**config.mk**
```make
export PLATFORM = sky130hd
export DESIGN_NAME = cdc_handshake_rx
export DESIGN_NICKNAME = d
export VERILOG_FILES = /design/src/rtl/cdc_handshake_rx.sv
export SDC_FILE = /design/constraint.sdc
export NUM_CORES = 1
export LEC_CHECK = 0
export BUFFER_PORTS_ARGS = -buffer_cell sky130_fd_sc_hd__buf_4
export CAP_MARGIN = 10
export CELL_PAD_IN_SITES_DETAIL_PLACEMENT = 1
export CELL_PAD_IN_SITES_GLOBAL_PLACEMENT = 1
export CORE_UTILIZATION = 30
export DETAILED_ROUTE_END_ITERATION = 8
export PLACE_DENSITY_LB_ADDON = 0.1
export SLEW_MARGIN = 20
export SYNTH_ARGS = -nofsm -noshare
export SYNTH_HDL_FRONTEND = slang
export SYNTH_SLANG_ARGS = --single-unit
```
**constraint.sdc**
```tcl
create_clock -name clk -period 1.3 [get_ports clk]
set_input_delay 0.065 -clock clk [delete_from_list [all_inputs] [get_ports clk]]
set_output_delay 0.065 -clock clk [all_outputs]
set_load 0.02 [all_outputs]
```
**src/rtl/cdc_handshake_rx.sv**
```systemverilog
// Receive side of a toggle-request / toggle-acknowledge clock-domain crossing.
// Optional feature: define CDC_HANDSHAKE_RX_OVERRUN_DET_EN to add sticky overrun_o.
module cdc_handshake_rx #(
   parameter int DATA_WIDTH  = 32,
   parameter int SYNC_STAGES = 2
) (
   input  logic                  clk,
   input  logic                  reset,
   input  logic                  req_async_i,
   input  logic [DATA_WIDTH-1:0] data_async_i,
   output logic                  ack_o,
   output logic [DATA_WIDTH-1:0] data_o,
   output logic                  valid_o,
   input  logic                  ready_i,
   output logic [15:0]           xfer_cnt_o
`ifdef CDC_HANDSHAKE_RX_OVERRUN_DET_EN
   ,
   output logic                  overrun_o
`endif
);

   typedef enum logic {IDLE, HOLD} state_t;

   state_t                 state;
   logic [SYNC_STAGES-1:0] sync_chain;
   logic                   req_sync;
   logic                   req_seen;
   logic [15:0]            xfer_cnt;

   always_ff @(posedge clk) begin
      if (reset) begin
         sync_chain <= '0;
      end else begin
         sync_chain <= {sync_chain[SYNC_STAGES-2:0], req_async_i};
      end
   end

   assign req_sync   = sync_chain[SYNC_STAGES-1];
   assign xfer_cnt_o = xfer_cnt;

   // Requests are only consumed from IDLE, so a word accepted at one edge
   // frees the block for the next request on the following edge.
   always_ff @(posedge clk) begin
      if (reset) begin
         state    <= IDLE;
         req_seen <= 1'b0;
         ack_o    <= 1'b0;
         data_o   <= '0;
         valid_o  <= 1'b0;
         xfer_cnt <= '0;
      end else begin
         case (state)
            IDLE: begin
               if (req_sync != req_seen) begin
                  data_o   <= data_async_i;
                  req_seen <= req_sync;
                  valid_o  <= 1'b1;
                  state    <= HOLD;
               end
            end
            HOLD: begin
               if (ready_i) begin
                  valid_o  <= 1'b0;
                  ack_o    <= ~ack_o;
                  xfer_cnt <= xfer_cnt + 16'd1;
                  state    <= IDLE;
               end
            end
            default: state <= IDLE;
         endcase
      end
   end

`ifdef CDC_HANDSHAKE_RX_OVERRUN_DET_EN
   // A request edge seen while a word is still held means the source
   // toggled again before its acknowledge arrived.
   always_ff @(posedge clk) begin
      if (reset) begin
         overrun_o <= 1'b0;
      end else if (state == HOLD && req_sync != req_seen) begin
         overrun_o <= 1'b1;
      end
   end
`endif

endmodule

```
==> run summary, run 1 <==
Die X: 84.50 um
Post-synth EDFFs: 0
Die Footprint: 7140 um2
First-pass GRT wire length: 9839 um
Synth top area share: 52.94%
Yosys reg bits: 54
Antenna diodes: 0
Die H: 84.50 um
Met2 wire length: 3213 um
Post-DRT Antenna Nets: 0
Setup WS post-layout: -0.04160 ns
Final TNS setup: -0.08573 ns
Clk_lat worst skew: 0.31 ns
Worst hold path class: input pin to flip-flop
Post-synth top flop: dfxtp_1
Number of detailed-route iterations in the first pass: 6
Tcrit/Tclk final: 103.2%
Most frequent cell after synthesis: nand2_1
Synth warn: 0
CTS root buffer: clkbuf_8
Placed Instances: 407
Status: finished with violations
Critical Path End Type: flip-flop
Worst setup SP type: flip-flop
Worst slew pin tran: 0.3096 ns
HP Start: data_async_i[15]
Failing checks: design-rule violations, negative setup slack
Core area: 6459 um2
Layout cell share with drive strength beyond 1: 40.64%
Largest net degree at the start of global routing: 36
Average wire per standard cell: 14.20 um
Gr usage total: 17.13%
Max Transition Viols Final: 0
Register area share after synthesis: 52.94%
Pwr dens: 947.1 nW/um2
Mapped Area: 2042 um2
Fin. Hold Viols: 0
Num CTS Buffers: 5
Post-route insts no fill: 451
Via count: 2118
Largest fanout on the critical path: 4
Vias in the first global route: 2135
Remaining DRCs: 11
Netlist cell types: 31
Iteration-0 DRC Markers: 51
PortBufs: 85
Clk sink count: 54
Num rows: 29
Req. time, crit path: 1.51 ns
DRT met1 WL: 2799 um
Leakage: 1.496 nW
Cells after Synth: 242
Total of max-cap violations: 0
Maximum VDD drop: 0.4171 mV
Slew headroom: 79.20%
RSZ-0062 raised after global routing: true
Fin util: 54.15%
Synthesis-to-layout area growth: 71.26%
Vias per inst: 4.696
Starting Density: 31.62%
GRT overflow: 0
Most frequent cells after synthesis: 70 x nand2_1, 54 x dfxtp_1, 36 x a21oi_1
Io pins: 86
Max Used Layer: met4
Routed wire length: 6406 um
Net Count, Synth: 279
GP Congestion: 0.7067
Async set-reset flop share out of synthesis: 0%
Worst-path clk slew: 0.10 ns
Min Tclk post-route: 1.342 ns
Syn avg cell area: 8.438 um2
CTS tree: done
Crit. Startpoint: xfer_cnt_o[8]$_SDFFE_PP0P_
Initial antenna violation count: 0
Met3 WL post-DR: 329 um
Post-detail-place hpwl: 3758 um
Area contributors post-synth: dfxtp_1 53%, nand2_1 13%, a21oi_1 8.8%
H-tree lvl count: 2
Critical path class: flip-flop to flip-flop
Layout Nets: 410
Achievable frequency: 0.7454 GHz
Clk buf depth: 2
Hold slack: 0.006230 ns
Worst EP arrival: 1.55 ns
Tot Pwr: 3.312 mW
Post-Route Skew: 0.007403 ns
Leading area contributor after synthesis: dfxtp_1
FF-to-FF Start: xfer_cnt_o[8]$_SDFFE_PP0P_
Final setup viols: 3
## through the flow
step | setup WS (ns) | instance area [um2]
CTS | -0.04096 | 3361
floorplan | -0.005031 | 2105
global placement | 0.006468 | 2944
detailed placement | -0.04210 | 2944
finish | -0.04160 | 3497
global route | -0.1049 | 3497
## area by class of cell
| cell class | count | area [um2] |
|---|---|---|
| clock inverter | 1 | 5.005 |
| fill | 745 | 2962 |
| sequential | 54 | 1121 |
| inverter | 2 | 7.507 |
| multi-input combinational | 172 | 980.9 |
| timing repair buffer | 138 | 1200 |
| tap | 77 | 96.34 |
| clock buffer | 7 | 86.33 |
## path summary, 6_finish.rpt
kind                                               endpoint  slack, ns  cells past startpoint
worst max register to register  xfer_cnt_o[14]$_SDFFE_PP0P_      -0.04                      5
worst max-delay path            xfer_cnt_o[14]$_SDFFE_PP0P_      -0.04                      5
worst min-delay path                data_o[15]$_SDFFE_PP0P_      0.006                      3
worst min register to register     sync_chain[1]$_SDFF_PP0_       0.45                      1
## layer usage
metal  global-route usage [%]  up-vias
met2                    30.82       51
met5                        0        -
met4                    5.547        0
met3                    4.326        7
li1                         -     1062
met1                    19.84      998
## cell families after synthesis
| family | after synthesis | synth area share, % |
|---|---|---|
| AO/OA/AOI/OAI | 41 | 10.48 |
| multiplexers | 2 | 1.042 |
| AND/OR/NAND/NOR | 114 | 25.74 |
| flip-flops | 54 | 52.94 |
| XOR/XNOR | 13 | 5.576 |
| buffers and inverters | 17 | 3.615 |
| adder cells (fa/ha/maj) | 1 | 0.6126 |
## power breakdown
group	total, mW	leakage (nW)	switching [mW]	internal, mW
combinational	0.577	0.999	0.274	0.302
clock	0.997	0.0482	0.565	0.432
sequential	1.74	0.449	0.0347	1.70
total	3.31	1.50	0.874	2.44
## sequential cells by signal, summed over array words and instances (netlist names)
signal,count
req_seen,1
data_o,32
state,1
sync_chain,2
xfer_cnt_o,16
valid_o,1
ack_o,1
## cells in the final DEF, fill, tap and decap left out, types with 2 or more instances in the layout
cell,count
dfxtp_4,8
nor2_1,17
xnor2_1,6
a211oi_1,2
and4_2,2
dlygate4sd3_1,28
buf_4,103
dfxtp_2,8
buf_12,3
nor2b_1,3
nand3_1,4
nand4_1,4
clkbuf_16,3
clkbuf_8,6
dfxtp_1,38
nand2_1,70
xor2_1,6
a21oi_1,35
inv_1,2
## critical path: stages, from the launching register on
cell     delay [ns]
dfxtp_4        0.35
nand4_1        0.14
buf_4          0.19
nor2_2         0.08
and3_1         0.18
mux2_4         0.30
## timing repair
action	in CTS	in global routing
hold buffers	28	0
cloned	0	4
pin swaps	3	8
hold endpoints to repair	28	0
setup endpoints to repair	12	45
buffers inserted	4	0
gates resized for setup	3	14
Note: power is estimated with default switching activity, not from simulation.
==> run 2: changes to the inputs <==
- CORE_MARGIN: not set -> 4
- GPL_TIMING_DRIVEN: not set -> 0
==> run 2 against run 1 <==
  * The run ends with negative setup slack left
  * Utilization down 3.1 points
  * Non-clock buffer count down 9
  * Via count down 3.5%
  * Die area up 15%
  * Sequential share of layout area up 2.0 points
  * Clock power down 12%
  * Critical endpoint is now xfer_cnt_o[15]$_SDFFE_PP0P_
  * Hold slack better by 0.0061 ns
==> run summary, run 2 (synthesized netlist as in run 1, its figures left out) <==
Status: finished with violations
Failing checks: negative setup slack
Final setup viols: 3
Total of max-cap violations: 0
Num CTS Buffers: 5
Vias in the first global route: 2191
Max Transition Viols Final: 0
Via count: 2044
Post-detail-place hpwl: 4198 um
Synthesis-to-layout area growth: 62.50%
Post-DRT Antenna Nets: 0
Min Tclk post-route: 1.338 ns
CTS root buffer: clkbuf_8
Worst EP arrival: 1.51 ns
CTS tree: done
Tcrit/Tclk final: 103.0%
Worst hold path class: input pin to flip-flop
Filler cells: 771
DRT met1 WL: 2482 um
Die H: 90.50 um
Largest fanout on the critical path: 8
Setup WS pre-CTS: -0.1675 ns
Core area: 6495 um2
Io pins: 86
FF-to-FF setup slack: -0.04 ns
Post-Route Skew: 0.003797 ns
Clk_lat worst skew: 0.30 ns
Pwr dens: 948.3 nW/um2
Commonest non-fill, non-tap cell in the layout: buf_4
Critical path class: flip-flop to flip-flop
Starting Density: 31.44%
Antenna diodes: 0
Setup WS post-layout: -0.03836 ns
Clk buf depth: 2
Die Footprint: 8190 um2
Critical-path top delay cell: dfxtp_4
Number of detailed-route iterations in the first pass: 3
Met2 wire length: 3282 um
Average wire per standard cell: 13.91 um
Initial antenna violation count: 0
Fin. Hold Viols: 0
Num rows: 29
GRT overflow: 0
Req. time, crit path: 1.47 ns
Worst setup SP type: flip-flop
Maximum VDD drop: 0.6050 mV
Max reg flops: 32
H-tree lvl count: 2
Die X: 90.50 um
Iteration-0 DRC Markers: 24
Worst slew pin tran: 0.5796 ns
Largest net degree at the start of global routing: 16
Maximum single-stage delay on the critical path: 0.38 ns
Most frequent cells in the layout: 95 x buf_4, 70 x nand2_1, 38 x dfxtp_1
Fin util: 51.09%
Layout Nets: 400
Leakage: 1.398 nW
Max Used Layer: met4
First-pass GRT wire length: 10040 um
Achievable frequency: 0.7472 GHz
Crit. Startpoint: xfer_cnt_o[2]$_SDFFE_PP0P_
Layout cell share with drive strength beyond 1: 39.39%
CP Cell Sequence: nand4_4 -> nor4_4 -> a31o_2 -> a21oi_2
HP Start: data_async_i[13]
Top delay family on crit path: simple AND/OR/NAND/NOR gates
PortBufs: 83
Slew headroom: 61.36%
RSZ-0062 raised after global routing: true
CP bufs+invs: 0
Most flops, register: data_o
Vias per inst: 4.645
Critical Path End Type: flip-flop
FF-to-FF Start: xfer_cnt_o[2]$_SDFFE_PP0P_
Remaining DRCs: 0
Worst-path clk slew: 0.09 ns
GP Congestion: 0.7103
Tot Pwr: 3.146 mW
Met3 WL post-DR: 312 um
Clk sink count: 54
Routed wire length: 6119 um
Gr usage total: 14.91%
run 2: area by class of cell:
class | instances | area (um2) | area share, %
flip-flops and latches | 54 | 1129 | 34.01
multi-input cells | 171 | 967.2 | 29.15
repair buffers | 114 | 925.9 | 27.90
plain buffers | 15 | 113.9 | 3.431
well taps | 77 | 96.34 | 2.903
clock buffers | 5 | 68.82 | 2.074
clock inverters | 2 | 10.01 | 0.3017
inverters | 2 | 7.507 | 0.2262
run 2: where the power goes:
part | total (mW) | switching, mW | internal, mW
Sequential | 1.73 | 0.0366 | 1.70
Clock | 0.879 | 0.516 | 0.363
Combinational | 0.533 | 0.262 | 0.271
run 2: final timing paths:
path,cells after the start,to
worst min-delay path,3,data_o[13]$_SDFFE_PP0P_
worst max-delay path,4,xfer_cnt_o[15]$_SDFFE_PP0P_
worst max register to register,4,xfer_cnt_o[15]$_SDFFE_PP0P_
worst min register to register,1,sync_chain[1]$_SDFF_PP0_
run 2: through the flow:
step	hold WS [ns]	area, um2	std cells	TNS [ns]
2_1_floorplan	0.1932	2105	242	-0.005031
3_3_place_gp	0.2746	2824	402	-3.523
3_5_place_dp	0.2830	2824	402	-4.032
4_1_cts	0.00004124	3184	433	-0.2415
5_1_grt	0.005074	3318	440	-2.334
6_report	0.01229	3318	440	-0.09911
run 2: worst register-to-register path: cells and delay by family, from the launching register on:
kind | cells | cell delay [ns]
AOI/OAI and AO/OA | 2 | 0.26
DFF | 1 | 0.38
and+or+nand+nor | 2 | 0.57
run 2: timing repair:
item,in CTS,in global routing
hold endpoints to repair,18,0
resized for setup,17,22
endpoints found under the setup margin,37,46
hold buffers,18,0
cloned,0,1
setup buffers,6,6
pin swaps,7,10
run 2: layer usage:
| layer | up-vias | global-route usage, % |
|---|---|---|
| met3 | 5 | 4.167 |
| met2 | 43 | 28.97 |
| met5 | - | 0 |
| li1 | 1032 | - |
| met1 | 964 | 15.67 |
| met4 | 0 | 3.444 |
==> run 3: changes to the inputs <==
- CTS_CLUSTER_DIAMETER: not set -> 40
- HOLD_SLACK_MARGIN: not set -> 0.08
==> run 3 against run 2 <==
  * The run still ends with negative setup slack left
  * Cell count increased by 3.6%
  * Count of clock-buffer cells in the layout is the same
  * Worst setup slack got worse by 0.011 ns
  * Register-to-register slack hardly changed
  * Clock skew rose by 0.0029 ns
  * Largest cell class is now buffers
  * Highest routed layer unchanged
==> run summary, run 3 (synthesized netlist as in run 1, its figures left out) <==
Status: finished with violations
Failing checks: negative setup slack
Post-detail-place hpwl: 4198 um
Iteration-0 DRC Markers: 23
CTS tree: done
PortBufs: 83
Clk_lat worst skew: 0.30 ns
Post-DRT Antenna Nets: 0
Routed wire length: 6510 um
Synthesis-to-layout area growth: 70.10%
Num CTS Buffers: 5
Critical Path End Type: flip-flop
Die X: 90.50 um
Final non-filler cell area: 3473 um2
Final setup viols: 2
Initial antenna violation count: 0
Most frequent cells in the layout: 96 x buf_4, 70 x nand2_1, 38 x dfxtp_1
Hold slack: 0.1010 ns
Filler cells: 763
First-pass GRT wire length: 10710 um
Io pins: 86
CP bufs+invs: 0
Core area: 6495 um2
Worst slew pin tran: 0.6878 ns
Layout Nets: 416
Maximum VDD drop: 0.6150 mV
Most flops, register: data_o
Clk buf depth: 2
Vias in the first global route: 2273
Critical path class: flip-flop to flip-flop
Total of max-cap violations: 0
CTS root buffer: clkbuf_8
Pwr dens: 919.3 nW/um2
Slew headroom: 54.15%
Tcrit/Tclk final: 103.8%
Average wire per standard cell: 14.28 um
Commonest non-fill, non-tap cell in the layout: buf_4
Largest fanout on the critical path: 8
Die Footprint: 8190 um2
Post-Route Skew: 0.006689 ns
Worst hold path class: input pin to flip-flop
Layout cell share with drive strength beyond 1: 38.52%
Via count: 2118
Max Transition Viols Final: 0
Top delay family on crit path: simple AND/OR/NAND/NOR gates
Min Tclk post-route: 1.349 ns
GRT overflow: 0
Num rows: 29
Worst EP arrival: 1.52 ns
Gr usage total: 16.02%
Tot Pwr: 3.193 mW
Fin. Hold Viols: 0
Critical-path top delay cell: dfxtp_4
Die H: 90.50 um
Fin util: 53.48%
Placed cell area: 2824 um2
Maximum single-stage delay on the critical path: 0.38 ns
Setup WS post-layout: -0.04909 ns
Achievable frequency: 0.7412 GHz
Worst-path clk slew: 0.09 ns
CP Cell Sequence: nand4_4 -> nor4_4 -> a31o_2 -> a21oi_2
Largest net degree at the start of global routing: 16
Remaining DRCs: 0
Starting Density: 31.44%
Max reg flops: 32
Vias per inst: 4.645
Worst setup SP type: flip-flop
GP Congestion: 0.7103
Antenna diodes: 0
Req. time, crit path: 1.47 ns
Leakage: 1.460 nW
RSZ-0062 raised after global routing: true
Clk sink count: 54
H-tree lvl count: 2
Number of detailed-route iterations in the first pass: 4
## run 3: worst min-delay path: cells and delay by family
kind / cells / cell delay (ns)
buffers and inverters: 1 / 0.14
AND/OR/NAND/NOR: 1 / 0.10
AO/OA/AOI/OAI: 1 / 0.05
## run 3: per-layer routing
metal,GRT usage [%],routed length [um],vias up
li1,-,-,1064
met3,3.833,296,5
met1,17.31,2619,1004
met5,0,0,-
met2,31.13,3551,45
met4,3.444,42,0
## run 3: through the flow
step	instances	TNS, ns	setup slack [ns]
floorplan	242	-0.005031	-0.005031
global placement	402	-3.523	-0.1646
detailed placement	402	-4.032	-0.1675
CTS	449	-0.2406	-0.1029
global route	456	-1.953	-0.1151
finish	456	-0.07897	-0.04909
## run 3: path summary, 6_finish.rpt
path	start	endpoint	slack, ns	cells after the start
setup / recovery	xfer_cnt_o[2]$_SDFFE_PP0P_	xfer_cnt_o[15]$_SDFFE_PP0P_	-0.05	4
hold / removal	ready_i	xfer_cnt_o[1]$_SDFFE_PP0P_	0.10	3
setup reg to reg	xfer_cnt_o[2]$_SDFFE_PP0P_	xfer_cnt_o[15]$_SDFFE_PP0P_	-0.05	4
hold reg to reg	sync_chain[0]$_SDFF_PP0_	sync_chain[1]$_SDFF_PP0_	0.45	1
## run 3: final cells by class
type	count	area [um2]	area share, %
clock inverters	2	10.01	0.2882
flip-flops and latches	54	1129	32.49
well taps	77	96.34	2.774
repair buffers	130	1069	30.76
inverters	2	7.507	0.2161
multi-input cells	171	979.7	28.21
clock buffers	5	68.82	1.981
plain buffers	15	113.9	3.278
## run 3: what timing repair did
action | 4_1_cts | 5_1_grt
hold endpoints to repair | 35 | 0
setup endpoints to repair | 37 | 46
resized for setup | 17 | 25
buffers inserted | 6 | 7
hold buffers | 34 | 0
pin swaps | 7 | 11
## run 3: where the power goes
group / internal (mW) / total (mW) / leakage [nW] / switching, mW
combinational: 0.295 / 0.571 / 0.966 / 0.276
clock: 0.363 / 0.886 / 0.0438 / 0.523
sequential: 1.70 / 1.74 / 0.450 / 0.0380
total: 2.36 / 3.19 / 1.46 / 0.837
